==> src/rtl/ddr_write_serializer_pkg.sv <==
// Shared types and default sizes for the DDR write-path serializer.
// Holds the FSM state encoding and the fixed-width helper typedefs.
package ddr_write_serializer_pkg;

  localparam int unsigned DDR_BURST_LEN = 8;
  localparam int unsigned DDR_DATA_W    = 16;

  typedef logic         ulogic1;
  typedef logic [2:0]   ulogic3;
  typedef logic [15:0]  ulogic16;
  typedef logic [127:0] ulogic128;

  typedef enum logic [1:0] {
    IDLE,
    PREAMBLE,
    BURST,
    POSTAMBLE
  } ddr_wr_state_t;

endpackage

==> src/rtl/ddr_burst_shifter.sv <==
// Parallel-load burst register that presents one beat per cycle.
// dq, dm, dqs and beat_idx are registered and forced to 0 while neither loading nor advancing.
module ddr_burst_shifter
  import ddr_write_serializer_pkg::*;
#(
  parameter  int unsigned DATA_W    = DDR_DATA_W,
  parameter  int unsigned BURST_LEN = DDR_BURST_LEN,
  localparam int unsigned BEAT_W    = $clog2(BURST_LEN)
) (
  input  logic                        clk,
  input  logic                        reset,
  input  logic                        load,
  input  logic                        advance,
  input  logic [BURST_LEN*DATA_W-1:0] load_data,
  input  logic [BURST_LEN-1:0]        load_mask,
  output logic [DATA_W-1:0]           dq,
  output logic                        dm,
  output logic                        dqs,
  output logic [BEAT_W-1:0]           beat_idx,
  output logic                        last_c
);

  logic [BURST_LEN*DATA_W-1:0] data_q;
  logic [BURST_LEN-1:0]        mask_q;
  logic [BEAT_W-1:0]           next_c;

  assign next_c = beat_idx + BEAT_W'(1);
  assign last_c = (beat_idx == BEAT_W'(BURST_LEN - 1));

  // Strobe is high on even beats so every beat boundary is an edge, including across chained bursts.
  always_ff @(posedge clk or negedge reset) begin
    if (!reset) begin
      data_q   <= '0;
      mask_q   <= '0;
      beat_idx <= '0;
      dq       <= '0;
      dm       <= 1'b0;
      dqs      <= 1'b0;
    end else if (load) begin
      data_q   <= load_data;
      mask_q   <= load_mask;
      beat_idx <= '0;
      dq       <= load_data[DATA_W-1:0];
      dm       <= load_mask[0];
      dqs      <= 1'b1;
    end else if (advance) begin
      beat_idx <= next_c;
      dq       <= data_q[32'(next_c)*DATA_W +: DATA_W];
      dm       <= mask_q[next_c];
      dqs      <= ~next_c[0];
    end else begin
      beat_idx <= '0;
      dq       <= '0;
      dm       <= 1'b0;
      dqs      <= 1'b0;
    end
  end

endmodule

==> src/rtl/ddr_write_serializer.sv <==
// DDR write-path transmitter: accepts whole bursts into a one-entry holding
// register and serializes them with preamble, alternating strobe and postamble.
module ddr_write_serializer
  import ddr_write_serializer_pkg::*;
#(
  parameter  int unsigned DATA_W          = DDR_DATA_W,
  parameter  int unsigned BURST_LEN       = DDR_BURST_LEN,
  parameter  int unsigned PREAMBLE_CYCLES = 1,
  localparam int unsigned BEAT_W          = $clog2(BURST_LEN)
) (
  input  logic                        clk,
  input  logic                        reset,
  input  logic                        wr_valid,
  output logic                        wr_ready,
  input  logic [BURST_LEN*DATA_W-1:0] wr_data,
  input  logic [BURST_LEN-1:0]        wr_mask,
  output logic [DATA_W-1:0]           dq,
  output logic                        dm,
  output logic                        dqs,
  output logic                        dq_oe,
  output logic [BEAT_W-1:0]           beat_idx,
  output logic                        busy
);

  localparam int unsigned PRE_W = 2;

  ddr_wr_state_t               state, state_d;
  logic [PRE_W-1:0]            pre_cnt, pre_cnt_d;
  logic                        hold_v, hold_v_d;
  logic [BURST_LEN*DATA_W-1:0] hold_data;
  logic [BURST_LEN-1:0]        hold_mask;
  logic                        accept_c, load_c, advance_c, last_c;

  assign accept_c = wr_valid && wr_ready;

  // Next state; a burst waiting at the last beat chains straight into beat 0.
  always_comb begin
    state_d   = state;
    pre_cnt_d = pre_cnt;
    load_c    = 1'b0;
    advance_c = 1'b0;
    unique case (state)
      IDLE: begin
        if (hold_v) begin
          state_d   = PREAMBLE;
          pre_cnt_d = PRE_W'(PREAMBLE_CYCLES - 1);
        end
      end
      PREAMBLE: begin
        if (pre_cnt == '0) begin
          state_d = BURST;
          load_c  = 1'b1;
        end else begin
          pre_cnt_d = pre_cnt - PRE_W'(1);
        end
      end
      BURST: begin
        if (!last_c)     advance_c = 1'b1;
        else if (hold_v) load_c    = 1'b1;
        else             state_d   = POSTAMBLE;
      end
      POSTAMBLE: state_d = IDLE;
      default:   state_d = IDLE;
    endcase
    hold_v_d = hold_v;
    if (load_c)   hold_v_d = 1'b0;
    if (accept_c) hold_v_d = 1'b1;
  end

  always_ff @(posedge clk or negedge reset) begin
    if (!reset) begin
      state     <= IDLE;
      pre_cnt   <= '0;
      hold_v    <= 1'b0;
      hold_data <= '0;
      hold_mask <= '0;
    end else begin
      state   <= state_d;
      pre_cnt <= pre_cnt_d;
      hold_v  <= hold_v_d;
      if (accept_c) begin
        hold_data <= wr_data;
        hold_mask <= wr_mask;
      end
    end
  end

  // Status outputs are registered from next-state values so they line up with the shifter.
  always_ff @(posedge clk or negedge reset) begin
    if (!reset) begin
      dq_oe    <= 1'b0;
      busy     <= 1'b0;
      wr_ready <= 1'b0;
    end else begin
      dq_oe    <= (state_d != IDLE);
      busy     <= (state_d != IDLE) || hold_v_d;
      wr_ready <= !hold_v_d;
    end
  end

  ddr_burst_shifter #(
    .DATA_W    (DATA_W),
    .BURST_LEN (BURST_LEN)
  ) u_shifter (
    .clk       (clk),
    .reset     (reset),
    .load      (load_c),
    .advance   (advance_c),
    .load_data (hold_data),
    .load_mask (hold_mask),
    .dq        (dq),
    .dm        (dm),
    .dqs       (dqs),
    .beat_idx  (beat_idx),
    .last_c    (last_c)
  );

endmodule

==> config.mk <==
export PLATFORM = sky130hd
export DESIGN_NAME = ddr_write_serializer
export DESIGN_NICKNAME = d
export VERILOG_FILES = /design/src/rtl/ddr_write_serializer_pkg.sv /design/src/rtl/ddr_burst_shifter.sv /design/src/rtl/ddr_write_serializer.sv
export SDC_FILE = /design/constraint.sdc
export NUM_CORES = 1
export LEC_CHECK = 0
export ABC_AREA = 1
export CAP_MARGIN = 20
export CORE_MARGIN = 2
export CORE_UTILIZATION = 60
export CTS_CLUSTER_SIZE = 25
export DETAILED_ROUTE_END_ITERATION = 8
export GPL_ROUTABILITY_DRIVEN = 0
export PLACE_DENSITY_LB_ADDON = 0.25
export SYNTH_ARGS = -nofsm -noshare
export SYNTH_HDL_FRONTEND = slang
export SYNTH_HIERARCHICAL = 1
export SYNTH_SLANG_ARGS = --single-unit
export TNS_END_PERCENT = 1
==> constraint.sdc <==
create_clock -name clk -period 4.6 [get_ports clk]
set_input_delay 1.38 -clock clk [delete_from_list [all_inputs] [get_ports clk]]
set_output_delay 1.38 -clock clk [all_outputs]
set_load 0.02 [all_outputs]
# Yosys cells after proc, flatten, opt, wreduce, memory -nomap -nowiden
# Cells that the tools add are included.
dict set report op_classes {
  add_sub_neg 2
  order_cmp 1
  n_eq_ne 6
  n_shift 1
  mux 26
  bitwise_logic 1
  reduce_logical 8
}
# operator n
set op_table {}
lappend op_table {{variable part select 128 x 8 -> 16 bit} 1}
lappend op_table {{2-to-1 mux 16 bit} 2}
lappend op_table {{2-to-1 mux 1 bit} 12}
lappend op_table {{2-to-1 mux 2 bit} 6}
lappend op_table {{case mux 2 bit (4 select lines)} 1}
lappend op_table {{2-to-1 mux 3 bit} 2}
lappend op_table {{equality test 2 bit, second input constant} 2}
lappend op_table {{logical NOT 2 bit} 2}
lappend op_table {{less-than comparator 3 x 4 -> 1 bit, second input constant} 1}
lappend op_table {{inequality test 2 bit, second input constant} 2}
lappend op_table {{case mux 2 bit (2 select lines)} 1}
lappend op_table {{nonzero test 2 bit} 2}
lappend op_table {{adder 3 x 1 -> 3 bit, second input constant} 1}
lappend op_table {{binary-select mux 1 bit (select 3 bit)} 1}
lappend op_table {{equality test 3 bit, second input constant} 1}
lappend op_table {{AND reduction 3 bit} 1}
lappend op_table {{equality test 2 x 1 -> 1 bit, second input constant} 1}
lappend op_table {{case mux 1 bit (2 select lines)} 1}
lappend op_table {{subtractor 2 x 1 -> 2 bit, second input constant} 1}
lappend op_table {{logical AND 1 bit} 1}
lappend op_table {{logical NOT 1 bit} 1}
lappend op_table {{logical OR 1 bit} 1}
lappend op_table {{NOT 1 bit} 1}
dict set report totals {
  register_bits 301
  output_inout_bits 24
  elab_cells 59
}

# Depth between registers and ports, before layout
dict set report logic_depth {
  depth_word 6
  depth_mapped 13
  depth_no_buf 11
}

# Modules after synthesis
# Netlist, hierarchy kept.
# mod instances cells_each area_per_inst_um2
set by_module_without_submodules {}
lappend by_module_without_submodules {ddr_burst_shifter 1 904 7101.8}
lappend by_module_without_submodules {ddr_write_serializer 1 627 5596.6}

# Worst setup path before layout
# OpenSTA, ideal clock, no wires.
dict set report synth_path {
  path_kind {input to register}
  start {input port wr_valid}
  end {register hold_data[57]}
  setup_time_ps 116
  arrival_time_ps 1937
  slack_ps 2546
  stages 6
  n_path_buf 3
  path_cell_list {nand2_1 buf_4 buf_6 buf_6 nand2_1 nand2_1}
}
dict set report synth_via {
  elab_chain_len 1
}
# element line
set synth_lines {}
lappend synth_lines {{from (decl)} ddr_write_serializer.sv:13} ;# input logic wr_valid,
lappend synth_lines {{logical AND 1 bit} ddr_write_serializer.sv:34} ;# assign accept_c = wr_valid && wr_ready;
lappend synth_lines {{to (signal assigned)} ddr_write_serializer.sv:82} ;# hold_data <= wr_data;
lappend synth_lines {{to (decl)} ddr_write_serializer.sv:30} ;# logic [BURST_LEN*DATA_W-1:0] hold_data;
# Every way passes these cells.
# A chain may end at the register's enable or synchronous reset.

# Final worst setup path
dict set report layout_path {
  start {register u_shifter.beat_idx[0]}
  end {output port beat_idx[0]}
}
# element line
set layout_lines {}
lappend layout_lines {{from (decl)} ddr_burst_shifter.sv:19} ;# output logic [BEAT_W-1:0] beat_idx,
lappend layout_lines {{from (signal assigned)} ddr_burst_shifter.sv:47} ;# beat_idx <= next_c;
lappend layout_lines {{to (decl)} ddr_write_serializer.sv:21} ;# output logic [BEAT_W-1:0] beat_idx,
# No word-level cell between the ends.

==> key figures <==
Outcome
  – Status: finished clean

Logic synthesis
  – FF+latch count, synth: ~300
  – Post-synth top cells: 866 x nand2_1, 301 x dfrtp_1, 105 x nand3_1
  – Ys async rst share: 100%
  – Most common cell in the netlist: nand2_1
  – Top-area cell type share of the netlist area: approximately 59%
  – Syn Area/Cell: 8.29 um2
  – Number of synthesized flops with an enable pin: 0
  – Register area share after synthesis: 59.3%
  – Post-synth top area cell: dfrtp_1
  – Synth Net Count: ~1700
  – Post-synthesis instance area: between 10000 and 15000 um2
  – Post-Synthesis Cells: 1531
  – Top FF cell, synth: dfrtp_1
  – Main area contributors after synthesis: dfrtp_1 59%, nand2_1 26%, nand3_1 4.1%
  – Distinct cells, synth: 23
  – Syn. warnings: 6

Place
  – Post-Place Cell Area: 14300 um2
  – Dpl hpwl: 19700 um
  – Placed Instances: between 1500 and 2000
  – Port-buffer cells: 162

Drt
  – Vias per cell: 5.29
  – 1st-iter DRT viols: ~950
  – Antenna viol nets, final: 0
  – Via count: 10328
  – Number of iterations in the first detailed-routing pass: 5
  – Final WL: 31500 um
  – Detailed-route DRC error count: 0
  – WL per Instance: 16.1 um

STA
  – Final Critical Period: 3.31 ns
  – Final setup TNS: 0 ns
  – Fin crit share: 71.9%
  – Final setup vio count: 0
  – Final Hold Viols: 0
  – Final slew viol count: 0
  – Max transition margin: 39.0%
  – Worst slew pin tran: 0.915 ns
  – Max Fclk: 302 MHz
  – RSZ-0062 raised after global routing: no
  – Clock Skews: 0.00632 ns
  – Final Hold Slack: 0.471 ns

Worst setup path
  – Data arrival time of the critical path: 1.93 ns
  – CP peak stage delay: approximately 0.68 ns
  – CP max FO: 30
  – Worst path cell trace: buf_4 > clkdlybuf4s50_1
  – Worst Path Buf+Inv: 2
  – CP startpoint kind: flop
  – Setup Crit Path Kind: flop to output port
  – CP max-delay cell: clkdlybuf4s50_1
  – Delay-heaviest family, CP: buffers and inverters
  – R2R Setup Slk: 1.45 ns
  – CP Capture Type: output port
  – Critical Path RT: approximately 3.2 ns

Global routing
  – GRT Max-Usage Layer: met2
  – GRT Resource Usage Total: 28.9%
  – Initial antenna violation count: 0
  – Met3 usage: 3.35%
  – First-pass GRT wire length: between 50000 and 60000 um
  – Met2 global-route usage: between 40% and 50%
  – Met1 Usage GRT: 39.2%
  – Largest net degree at the start of global routing: 138
  – Vias in the first global route: 10219
  – GRT overflow: 0

Layout
  – Share of post-route cells with drive strength above 1: 4.59%
  – Fillers: 1611
  – Diode count: 0
  – Area of the multi-input gates: 4320 um2
  – Utilization after layout: 73.4%
  – Nets: 1798
  – Post-route insts no fill: 1952
  – Reg area: 7530 um2
  – Final instance area: 15300 um2
  – Area Overhead vs Synth: 20.7%

Clocking
  – CTS sink cnt: 301
  – CTS root buf: clkbuf_16
  – Clock Tree Buf Depth: 3
  – Hold Buf Count CTS: 0
  – Postcts setup bufs: 0
  – CTS clk-pin slew, worst paths: about 0.060 ns
  – Clk_lat worst skew: about 0.56 ns
  – CTS resizes: 0
  – TritonCTS clock tree: built
  – Htree depth: 1
  – CTS buffer count: 31

Power and ir drop
  – Lkg Pwr: 7.97 nW
  – Sw Share: between 30% and 40%
  – Pwr Density: 659 nW/um2
  – Seq pwr share: 42.9%
  – Switching pwr: around 3.7 mW
  – Int Pwr: 6.39 mW
  – Worst vdd ir: 0.000311 V
  – Clock share of power: approximately 25%
  – Combinational power share: between 30% and 40%

Die
  – Starting density of the core: between 60% and 70%
  – Die area: 22300 um2
  – Core area: 20900 um2
  – Die X: between 100 and 150 um
  – Row count: 53
  – Die Y: around 150 um
  – I/O Pins: 163

Hold path
  – HP Class: flop to flop

Flow run
  – # Max-Cap Violations: 0
## sequential cells by signal (all words and copies together) (netlist names), 2 cells and up
signal / cells
state: 2
u_shifter/beat_idx: 3
u_shifter/data_q: 128
hold_mask: 8
u_shifter/dq: 16
hold_data: 128
pre_cnt: 2
u_shifter/mask_q: 8
## worst min-delay path: stages (launching register included)
cell,delay (ns)
dfrtp_1,0.34
nand2_1,0.06
nand2_1,0.05
## placed cells by master, fill, tap and decap left out, types with 2 or more instances in the layout
| cell type | Yosys | layout |
|---|---|---|
| nor2_1 | 4 | 4 |
| ha_1 | 6 | 6 |
| inv_6 | 0 | 2 |
| buf_4 | 19 | 7 |
| inv_1 | 81 | 79 |
| clkinv_2 | 1 | 8 |
| nand3_1 | 105 | 105 |
| clkdlybuf4s50_1 | 0 | 161 |
| clkbuf_16 | 0 | 31 |
| inv_2 | 2 | 2 |
| nand2_1 | 866 | 865 |
| clkbuf_1 | 13 | 7 |
| o21ai_0 | 70 | 70 |
| nand2_2 | 2 | 2 |
| buf_12 | 0 | 4 |
| clkbuf_8 | 0 | 7 |
| dfrtp_1 | 301 | 300 |
| bufinv_16 | 0 | 3 |
## metal layers
metal / vias to the layer above / share of wire, %
met5: - / 0
met4: 0 / 4.3
met3: 90 / 6.1
met2: 383 / 49
met1: 4942 / 41
li1: 4913 / -
## worst paths after layout
kind | startpoint | to | cells after the start
max | u_shifter/beat_idx[0]$_DFF_PN0_ | beat_idx[0] | 2
min | u_shifter/data_q[108]$_DFFE_PN0P_ | u_shifter/data_q[108]$_DFFE_PN0P_ | 2
min reg2reg | u_shifter/data_q[108]$_DFFE_PN0P_ | u_shifter/data_q[108]$_DFFE_PN0P_ | 2
max in group asynchronous | reset | hold_data[86]$_DFFE_PN0P_ | 2
min in group asynchronous | reset | u_shifter/data_q[40]$_DFFE_PN0P_ | 1
max reg2reg | u_shifter/beat_idx[0]$_DFF_PN0_ | u_shifter/data_q[75]$_DFFE_PN0P_ | 11
## power by group through the flow
stage	Combinational [mW]	Sequential [mW]	Clock, mW
after floorplan	2.26	4.27	0
after global placement	3.01	4.31	0
after detailed placement	3.15	4.35	0
after CTS	3.21	4.33	2.58
after global routing	3.62	4.45	2.69
final	3.21	4.33	2.55
## through the flow
stage / power (mW) / setup WS, ns
6_report: 10.1 / 1.29
5_1_grt: 10.8 / 1.24
4_1_cts: 10.1 / 1.29
3_5_place_dp: 7.50 / 1.04
3_3_place_gp: 7.33 / 1.15
2_1_floorplan: 6.53 / 2.55
## final cells by class
| class | count | share of cell area (%) |
|---|---|---|
| inverter | 84 | 2.11 |
| clock inverter | 12 | 0.947 |
| tap | 275 | 2.24 |
| multi-input combinational | 1062 | 28.2 |
| timing repair buffer | 173 | 11.5 |
| clock buffer | 45 | 5.86 |
| sequential | 301 | 49.1 |
## logic make-up after synthesis
logic type	count (synthesis)	synth area share (%)
fa+ha+maj	6	0.591
flops	301	59.3
simple gates	982	30.4
compound gates	74	3.02
buf+inv	168	6.69
(Power assumes the default switching activity.)
